File: src/rtl/fft32_pkg.sv
// Shared constants and types for the 32-point radix-2 DIF SDF FFT pipeline.
package fft32_pkg;

    localparam int unsigned DW      = 11;
    localparam int unsigned TW      = 11;
    localparam int unsigned OW      = DW + 1;
    localparam int unsigned TW_FRAC = 10;
    localparam int unsigned ROUND_K = 512;

    // Feedback delay length of stages 1..5.
    localparam int unsigned STAGE_DELAY [5] = '{16, 8, 4, 2, 1};

    typedef enum logic {
        PhFill = 1'b0,
        PhBfly = 1'b1
    } phase_e;

endpackage

File: src/rtl/cmul_round_sat.sv
// Complex multiply by a Q1.10 twiddle, round half up, then saturate to OW bits.
module cmul_round_sat
    import fft32_pkg::*;
#(
    parameter int unsigned XW   = 12,
    parameter int unsigned WW   = 11,
    parameter int unsigned OW   = 12,
    parameter int unsigned FRAC = TW_FRAC,
    parameter int unsigned RND  = ROUND_K
) (
    input  logic signed [XW-1:0] x_re_i,
    input  logic signed [XW-1:0] x_im_i,
    input  logic signed [WW-1:0] w_re_i,
    input  logic signed [WW-1:0] w_im_i,
    output logic signed [OW-1:0] y_re_o,
    output logic signed [OW-1:0] y_im_o
);

    // Two guard bits: one for the sum of products, one for the rounding add.
    localparam int unsigned PW = XW + WW + 2;

    localparam logic signed [PW-1:0] RndK = PW'(RND);
    localparam logic signed [PW-1:0] OMax = {{(PW - OW + 1){1'b0}}, {(OW - 1){1'b1}}};
    localparam logic signed [PW-1:0] OMin = ~OMax;

    logic signed [PW-1:0] p_re, p_im;
    logic signed [PW-1:0] r_re, r_im;

    always_comb begin
        p_re = PW'(x_re_i) * PW'(w_re_i) - PW'(x_im_i) * PW'(w_im_i);
        p_im = PW'(x_re_i) * PW'(w_im_i) + PW'(x_im_i) * PW'(w_re_i);
        r_re = (p_re + RndK) >>> FRAC;
        r_im = (p_im + RndK) >>> FRAC;

        if (r_re > OMax) begin
            y_re_o = OMax[OW-1:0];
        end else if (r_re < OMin) begin
            y_re_o = OMin[OW-1:0];
        end else begin
            y_re_o = r_re[OW-1:0];
        end

        if (r_im > OMax) begin
            y_im_o = OMax[OW-1:0];
        end else if (r_im < OMin) begin
            y_im_o = OMin[OW-1:0];
        end else begin
            y_im_o = r_im[OW-1:0];
        end
    end

endmodule

File: src/rtl/fft32_sdf_stage4.sv
// Stage 4 of the 32-point SDF FFT: delay-2 feedback butterfly followed by a
// twiddle multiply (W0/W8 from an external ROM) with rounding and saturation.
module fft32_sdf_stage4 #(
    parameter int unsigned DW = fft32_pkg::DW,
    parameter int unsigned TW = fft32_pkg::TW,
    parameter int unsigned OW = DW + 1
) (
    input  logic          i_clk,
    input  logic          i_rst,
    input  logic          i_valid,
    input  logic [DW-1:0] i_data_re,
    input  logic [DW-1:0] i_data_im,
    output logic          o_rom_addr,
    input  logic [TW-1:0] i_rom_re,
    input  logic [TW-1:0] i_rom_im,
    output logic          o_valid,
    output logic [OW-1:0] o_data_re,
    output logic [OW-1:0] o_data_im
);
    import fft32_pkg::*;

    logic [4:0]           cnt_q;
    logic                 primed_q;
    logic signed [OW-1:0] dl_re_q [2];
    logic signed [OW-1:0] dl_im_q [2];
    logic                 valid_q;
    logic [OW-1:0]        data_re_q, data_im_q;

    phase_e               phase;
    logic signed [OW-1:0] in_re, in_im;
    logic signed [OW-1:0] x_re, x_im;
    logic signed [OW-1:0] dl_in_re, dl_in_im;
    logic signed [OW-1:0] y_re, y_im;

    assign phase = phase_e'(cnt_q[1]);
    assign in_re = OW'($signed(i_data_re));
    assign in_im = OW'($signed(i_data_im));

    // In BFLY the address is 0, so the ROM already returns W0.
    assign o_rom_addr = ~cnt_q[1] & cnt_q[0];

    always_comb begin
        x_re     = dl_re_q[1];
        x_im     = dl_im_q[1];
        dl_in_re = in_re;
        dl_in_im = in_im;
        if (phase == PhBfly) begin
            x_re     = dl_re_q[1] + in_re;
            x_im     = dl_im_q[1] + in_im;
            dl_in_re = dl_re_q[1] - in_re;
            dl_in_im = dl_im_q[1] - in_im;
        end
    end

    cmul_round_sat #(
        .XW   (OW),
        .WW   (TW),
        .OW   (OW),
        .FRAC (TW_FRAC),
        .RND  (ROUND_K)
    ) u_cmul (
        .x_re_i (x_re),
        .x_im_i (x_im),
        .w_re_i ($signed(i_rom_re)),
        .w_im_i ($signed(i_rom_im)),
        .y_re_o (y_re),
        .y_im_o (y_im)
    );

    always_ff @(posedge i_clk or posedge i_rst) begin
        if (i_rst) begin
            cnt_q      <= '0;
            primed_q   <= 1'b0;
            dl_re_q[0] <= '0;
            dl_re_q[1] <= '0;
            dl_im_q[0] <= '0;
            dl_im_q[1] <= '0;
            valid_q    <= 1'b0;
            data_re_q  <= '0;
            data_im_q  <= '0;
        end else begin
            // Until the first BFLY the delay line holds no real differences.
            valid_q <= i_valid & (primed_q | cnt_q[1]);
            if (i_valid) begin
                cnt_q      <= cnt_q + 5'd1;
                dl_re_q[0] <= dl_in_re;
                dl_im_q[0] <= dl_in_im;
                dl_re_q[1] <= dl_re_q[0];
                dl_im_q[1] <= dl_im_q[0];
                data_re_q  <= y_re;
                data_im_q  <= y_im;
                if (phase == PhBfly) begin
                    primed_q <= 1'b1;
                end
            end
        end
    end

    assign o_valid   = valid_q;
    assign o_data_re = data_re_q;
    assign o_data_im = data_im_q;

endmodule

File: config.mk
export PLATFORM = sky130hd
export DESIGN_NAME = fft32_sdf_stage4
export DESIGN_NICKNAME = d
export VERILOG_FILES = /design/src/rtl/fft32_pkg.sv /design/src/rtl/cmul_round_sat.sv /design/src/rtl/fft32_sdf_stage4.sv
export SDC_FILE = /design/constraint.sdc
export NUM_CORES = 2
export LEC_CHECK = 0
export BUFFER_PORTS_ARGS = -buffer_cell sky130_fd_sc_hd__buf_2
export CAP_MARGIN = 40
export CELL_PAD_IN_SITES_DETAIL_PLACEMENT = 1
export CELL_PAD_IN_SITES_GLOBAL_PLACEMENT = 2
export CORE_MARGIN = 2
export CORE_UTILIZATION = 38
export DETAILED_ROUTE_END_ITERATION = 10
export PLACE_DENSITY_LB_ADDON = 0.05
export SLEW_MARGIN = 10
export SYNTH_ARGS = -nofsm -noshare
export SYNTH_HDL_FRONTEND = slang
export SYNTH_SLANG_ARGS = --single-unit
File: constraint.sdc
create_clock -name i_clk -period 8.9 [get_ports i_clk]
set_input_delay 1.78 -clock i_clk [delete_from_list [all_inputs] [get_ports i_clk]]
set_output_delay 1.78 -clock i_clk [all_outputs]
set_load 0.03 [all_outputs]
# [Word-level counts from Yosys, hierarchy flattened]
# Index checks and enable logic that the tools add are counted.
[word_totals] output_inout_bits=26 mem_count=0 romBits=0 latch_bits=0 register_bits=79 ram_bits=0 in_bits=47 word_cells=39
[op_classes] div=0 shift=0 bitwise=4 reduce_logical=1 mux=8 n_mul=4 n_eq_ne=0 add_sub_neg=9 order_cmp=4
[op_table] op="two-way mux 12 bit" n=8
[op_table] op="multiplier 12 x 11 -> 23 bit" n=4
[op_table] op="adder 25 x 11 -> 25 bit (second input constant)" n=2
[op_table] op="greater-than comparator 15 x 12 -> 1 bit (second input constant)" n=2
[op_table] op="< comparator 15 x 12 -> 1 bit (second input constant)" n=2
[op_table] op="adder 25 bit" n=1
[op_table] op="subtractor 25 bit" n=1
[op_table] op="adder 12 x 11 -> 12 bit" n=2
[op_table] op="subtractor 12 x 11 -> 12 bit" n=2
[op_table] op="adder 5 x 1 -> 5 bit (second input constant)" n=1
[op_table] op="AND 1 bit" n=2
[op_table] op="AND reduction 2 bit" n=1
[op_table] op="NOT 1 bit" n=1
[op_table] op="OR 1 bit" n=1

# [Logic depth before layout (Yosys ltp)]
[logic_depth] depth_word=8 mapped_depth=45 ltp_nobuf=42

# [Cells and area by module]
# Synthesis repeated with hierarchy kept, for this count alone.
[unflattened] cells_unflattened=2917 hier_area_um2=27015.9
[by_module_without_submodules] mod="cmul_round_sat" n_inst=1 area_per_inst_um2=21520.6 seq_area_each_um2=0.0 cells_per_inst=2315
[by_module_without_submodules] mod="fft32_sdf_stage4" n_inst=1 area_per_inst_um2=5495.3 seq_area_each_um2=1901.8 cells_per_inst=602

# [Worst setup path after synthesis]
# No wires, ideal clock.
[synth_path] kind="input to register" startpoint="input i_data_im[0]" endpoint="register data_re_q[0] (netlist: o_data_re[0])" required_time_ns=8.823 setup_slack_ns=-1.833 setup_time_ns=0.077 cell_stages=41 path_buffers=2 arrival_time_ns=10.655 cell_sequence="ha_1 -> fa_1 -> nand2b_1 -> a21oi_1 -> o21ai_0 -> a21oi_1 -> o21ai_0 -> a21oi_1 -> o21bai_1 -> a21oi_1 -> or3_1 -> clkbuf_1 -> a311o_1 -> fa_1 -> inv_1 -> fa_1 -> fa_1 -> fa_1 -> (+5 left out) -> a21o_1 -> a21oi_1 -> nand2_1 -> a31oi_1 -> nor3_1 -> nor3_1 -> a21oi_1 -> xnor2_1 -> ha_1 -> ha_1 -> and3_1 -> a221o_1 -> a31o_4 -> or3_1 -> a31oi_1 -> buf_4 -> o21ai_0 -> a21oi_1"
[synth_via] elab_chain_len=8 elab_cells_between_ends=9 classes_between="add/sub (3); mul (1); order compare (2); mux (3)"
[synth_lines] item="start: declaration" line_no="fft32_sdf_stage4.sv:12" rtl="input logic [DW-1:0] i_data_im,"
[synth_lines] item="adder 12 x 11 -> 12 bit (*)" line_no="fft32_sdf_stage4.sv:49" rtl="x_im = dl_im_q[1] + in_im;"
[synth_lines] item="two-way mux 12 bit (*)" line_no="fft32_sdf_stage4.sv:47" rtl="if (phase == PhBfly) begin"
[synth_lines] item="multiplier 12 x 11 -> 23 bit (*)" line_no="cmul_round_sat.sv:30" rtl="p_re = PW'(x_re_i) * PW'(w_re_i) - PW'(x_im_i) * PW'(w_im_i);"
[synth_lines] item="subtractor 25 bit (*)" line_no="cmul_round_sat.sv:30"
[synth_lines] item="adder 25 x 11 -> 25 bit (*)" line_no="cmul_round_sat.sv:32" rtl="r_re = (p_re + RndK) >>> FRAC;"
[synth_lines] item="< comparator 15 x 12 -> 1 bit" line_no="cmul_round_sat.sv:37" rtl="end else if (r_re < OMin) begin"
[synth_lines] item="two-way mux 12 bit" line_no="cmul_round_sat.sv:37"
[synth_lines] item="two-way mux 12 bit (*)" line_no="cmul_round_sat.sv:35" rtl="if (r_re > OMax) begin"
[synth_lines] item="end signal: assignment" line_no="fft32_sdf_stage4.sv:90" rtl="data_re_q <= y_re;"
[synth_lines] item="end: declaration" line_no="fft32_sdf_stage4.sv:27" rtl="logic [OW-1:0] data_re_q, data_im_q;"
# Mark *: on every way between the ends. The rest lies on a longest branch, timed or not.
# A chain may end at the register's enable or synchronous reset.

# [Worst setup path after layout]
[layout_path] startpoint="input i_data_im[0]" endpoint="register data_re_q[10] (netlist: o_data_re[10])"
# Same word-level chain as after synthesis.

==> reports/qor.txt <==
result of the run: complete, but fails checks
failing checks: negative setup slack
slew of the pin with the lowest slew margin: 831 ps
class of the most critical setup path: input port to register
CP Launch Point: i_data_im[0]
largest net degree at the start of global routing: 68
post-DP HPWL: 85,500 um
headroom to the max-slew limit: 44.6%
detailed-route wire length per cell: 20.4 um
Hold Vio Cnt, Final: 0
Net count, final: 4,811
Inserted Diodes: 0
TritonRoute pass-1 iters: 5
yosys synthesis warning count: 0
die width: 277 um
via count: 24,800
beginning of the worst register-to-register path: dl_im_q[0]
number of buffers inserted for hold repair after clock tree synthesis: 0
number of clock sinks: 76
count of final max-slew check failures: 0
data arrival at the endpoint of the critical path: 10,870 ps
GRT overflow: 0
setup violators final: 24
slowest stage cell, crit path: sky130_fd_sc_hd__fa_1
starting density of the core: 38.2%
Yosys cell types: 83
Max-cap violations: 0
Hold Path Class: register to register
proportion of synthesized chip area in sequential cells: 6.72%
Buffers on Ports: 72
maximum root-to-sink buffer count: 2
netlist area before placement: 28,300 um^2
Total Die Area: 76,600 um^2
Clock Root Buffer: sky130_fd_sc_hd__clkbuf_16
type of origin of the critical path: input port
Die Y-Extent: 277 um
TritonCTS clock tree: yes
Post-Synthesis Mean Instance Area: 8.71 um^2
clock latency on the worst-skew pair: 380 ps
worst-path maximum fanout: 13
longest individual stage delay on the worst path: 570 ps
global-route usage over all layers: 26.9%
wire length of the first global-routing pass: 159,000 um
fraction of registers with async set or reset after synthesis: 100%
number of synthesized flops with an enable pin: 0
TNS Setup: -38,170 ps
achievable clock frequency: 94.6 MHz
Main synth FF type: sky130_fd_sc_hd__dfrtp_1
routability congestion estimate from global placement: 0.907
Setup Skew: 16.4 ps
initial antenna violation count: 2
Reg clk slew, reported paths: 70 ps
remaining design rule violation count: 0
Initial DRC Count: 938
minimum clock period: 10,570 ps
Worst Min Path Start: cnt_q[0]
number of standard-cell rows in the floorplan: 100
Filler Cells Inserted: 8,678
pre-CTS WS: -2540 ps
CP required: 9200 ps
fraction of final layout cells sized beyond drive strength 1: 27.9%
final clock period utilization by the worst path: 119%
number of top-level design ports: 73
final cell utilization of the core: 50.0%
post-DR vias/cell: 5.05
Mapped Cells: 3,247
Core Area: 74,100 um^2
final-layout worst hold slack: 471 ps
post-route worst setup slack: -1670 ps
setup repair after global routing missed its margin: true
wire length reported by the detailed router: 100,000 um
residual antenna-violating net count after detailed routing: 0
vias in the first global route: 28,200
Area growth, synth to finish: 31.1%
Max H-tree Level: 3
element type at the critical path end: register
Post-Syn Nets: 4,123
post-synthesis sequential element count: 76
CTS Buf Count: 9
==> cell usage after synthesis (all sizes together), types with 12 or more instances <==
master | count | share of area (%)
a21o | 35 | 0.93
a21oi | 137 | 2.5
a221o | 14 | 0.50
a311o | 12 | 0.42
a311oi | 28 | 0.87
a31oi | 20 | 0.52
and2 | 161 | 3.6
and3 | 14 | 0.31
buf | 17 | 0.31
clkbuf | 109 | 1.4
dfrtp | 76 | 6.7
fa | 488 | 35
ha | 341 | 15
inv | 679 | 9.0
mux2 | 24 | 0.96
mux2i | 13 | 0.47
nand2 | 273 | 3.6
nand2b | 23 | 0.51
nand3 | 30 | 0.55
nor2 | 249 | 3.3
nor2b | 22 | 0.49
nor3 | 40 | 0.71
o211ai | 12 | 0.34
o21a | 19 | 0.50
o21ai | 80 | 1.4
or3 | 24 | 0.53
xnor2 | 124 | 4.0
xor2 | 56 | 1.8
==> sequential cells by signal, indices dropped and copies added, names as in the netlist <==
| signal | flops |
|---|---|
| o_data_re | 12 |
| primed_q | 1 |
| o_data_im | 12 |
| o_valid | 1 |
| dl_im_q | 24 |
| dl_re_q | 24 |
| cnt_q | 2 |
==> worst max-delay path: cells and delay by family <==
kind,cells,cell delay (ps)
AO/OA/AOI/OAI,18,3370
XOR/XNOR,1,130
adder cells (fa/ha/maj),10,3740
buffers and inverters,5,680
AND/OR/NAND/NOR,6,1180
==> final cells by class <==
cell class                      count  area (um^2)  share of cell area [%]
Multi-Input combinational cell   2360        24800                    66.9
Timing Repair Buffer              803         6260                    16.9
Inverter                          685         2570                    6.94
Sequential cell                    76         1910                    5.14
Tap cell                          969         1210                    3.27
Clock buffer                        9          225                   0.608
Clock inverter                      7         88.8                   0.240
==> final timing paths <==
check,slack [ps],to,cells past startpoint
min in group asynchronous,1380,dl_im_q[4],2
setup / recovery,-1670,o_data_re[10],40
hold reg to reg,470,cnt_q[0],1
max in group asynchronous,6350,cnt_q[1],3
setup reg to reg,-610,o_data_re[10],39
hold / removal,470,cnt_q[0],1
==> what timing repair did <==
action / CTS / global route
gates cloned: 2 / 2
endpoints found under the hold margin: 0 / 0
resized for setup: 147 / 121
endpoints found under the setup margin: 24 / 24
pin swaps: 140 / 138
buffers inserted: 32 / 21
==> metrics by stage <==
| stage | cell area, um^2 | instances |
|---|---|---|
| after floorplan | 28600 | 3247 |
| after global placement | 35100 | 4840 |
| after detailed placement | 35100 | 4841 |
| after CTS | 36400 | 4890 |
| after global routing | 37100 | 4909 |
| final | 37100 | 4909 |
==> metal layers <==
metal	wire, um	track usage [%]
met4	3710	8.85
met5	23	0
met3	4840	4.54
met2	48300	46.0
met1	43300	34.5
==> cells in the final DEF (no fill, tap or decap), drive strengths merged, types with 5 or more instances in the layout <==
cell    instances
a211o          10
a211oi          9
a21boi          6
a21o           35
a21oi         137
a221o          14
a22oi           9
a311o          12
a311oi         28
a31oi          20
a41oi           5
and2          161
and3           14
buf           803
clkbuf          9
clkinv          8
dfrtp          76
fa            488
ha            341
inv           682
mux2           24
mux2i          13
nand2         273
nand2b         23
nand3          30
nor2          249
nor2b          22
nor3           40
o211ai         12
o21a           19
o21ai          80
o21bai          9
o31ai           6
or2            10
or3            24
xnor2         124
xnor3           8
xor2           56
==> logic make-up after synthesis <==
family | share of synthesized area (%)
buf+inv | 10.8
fa+ha+maj | 49.6
compound gates | 10.7
flops | 6.72
mux | 1.43
simple gates | 14.3
xor+xnor | 6.37
Power is not shown: default switching activity piles up to over one toggle a cycle in this logic, so the estimate is an artifact.
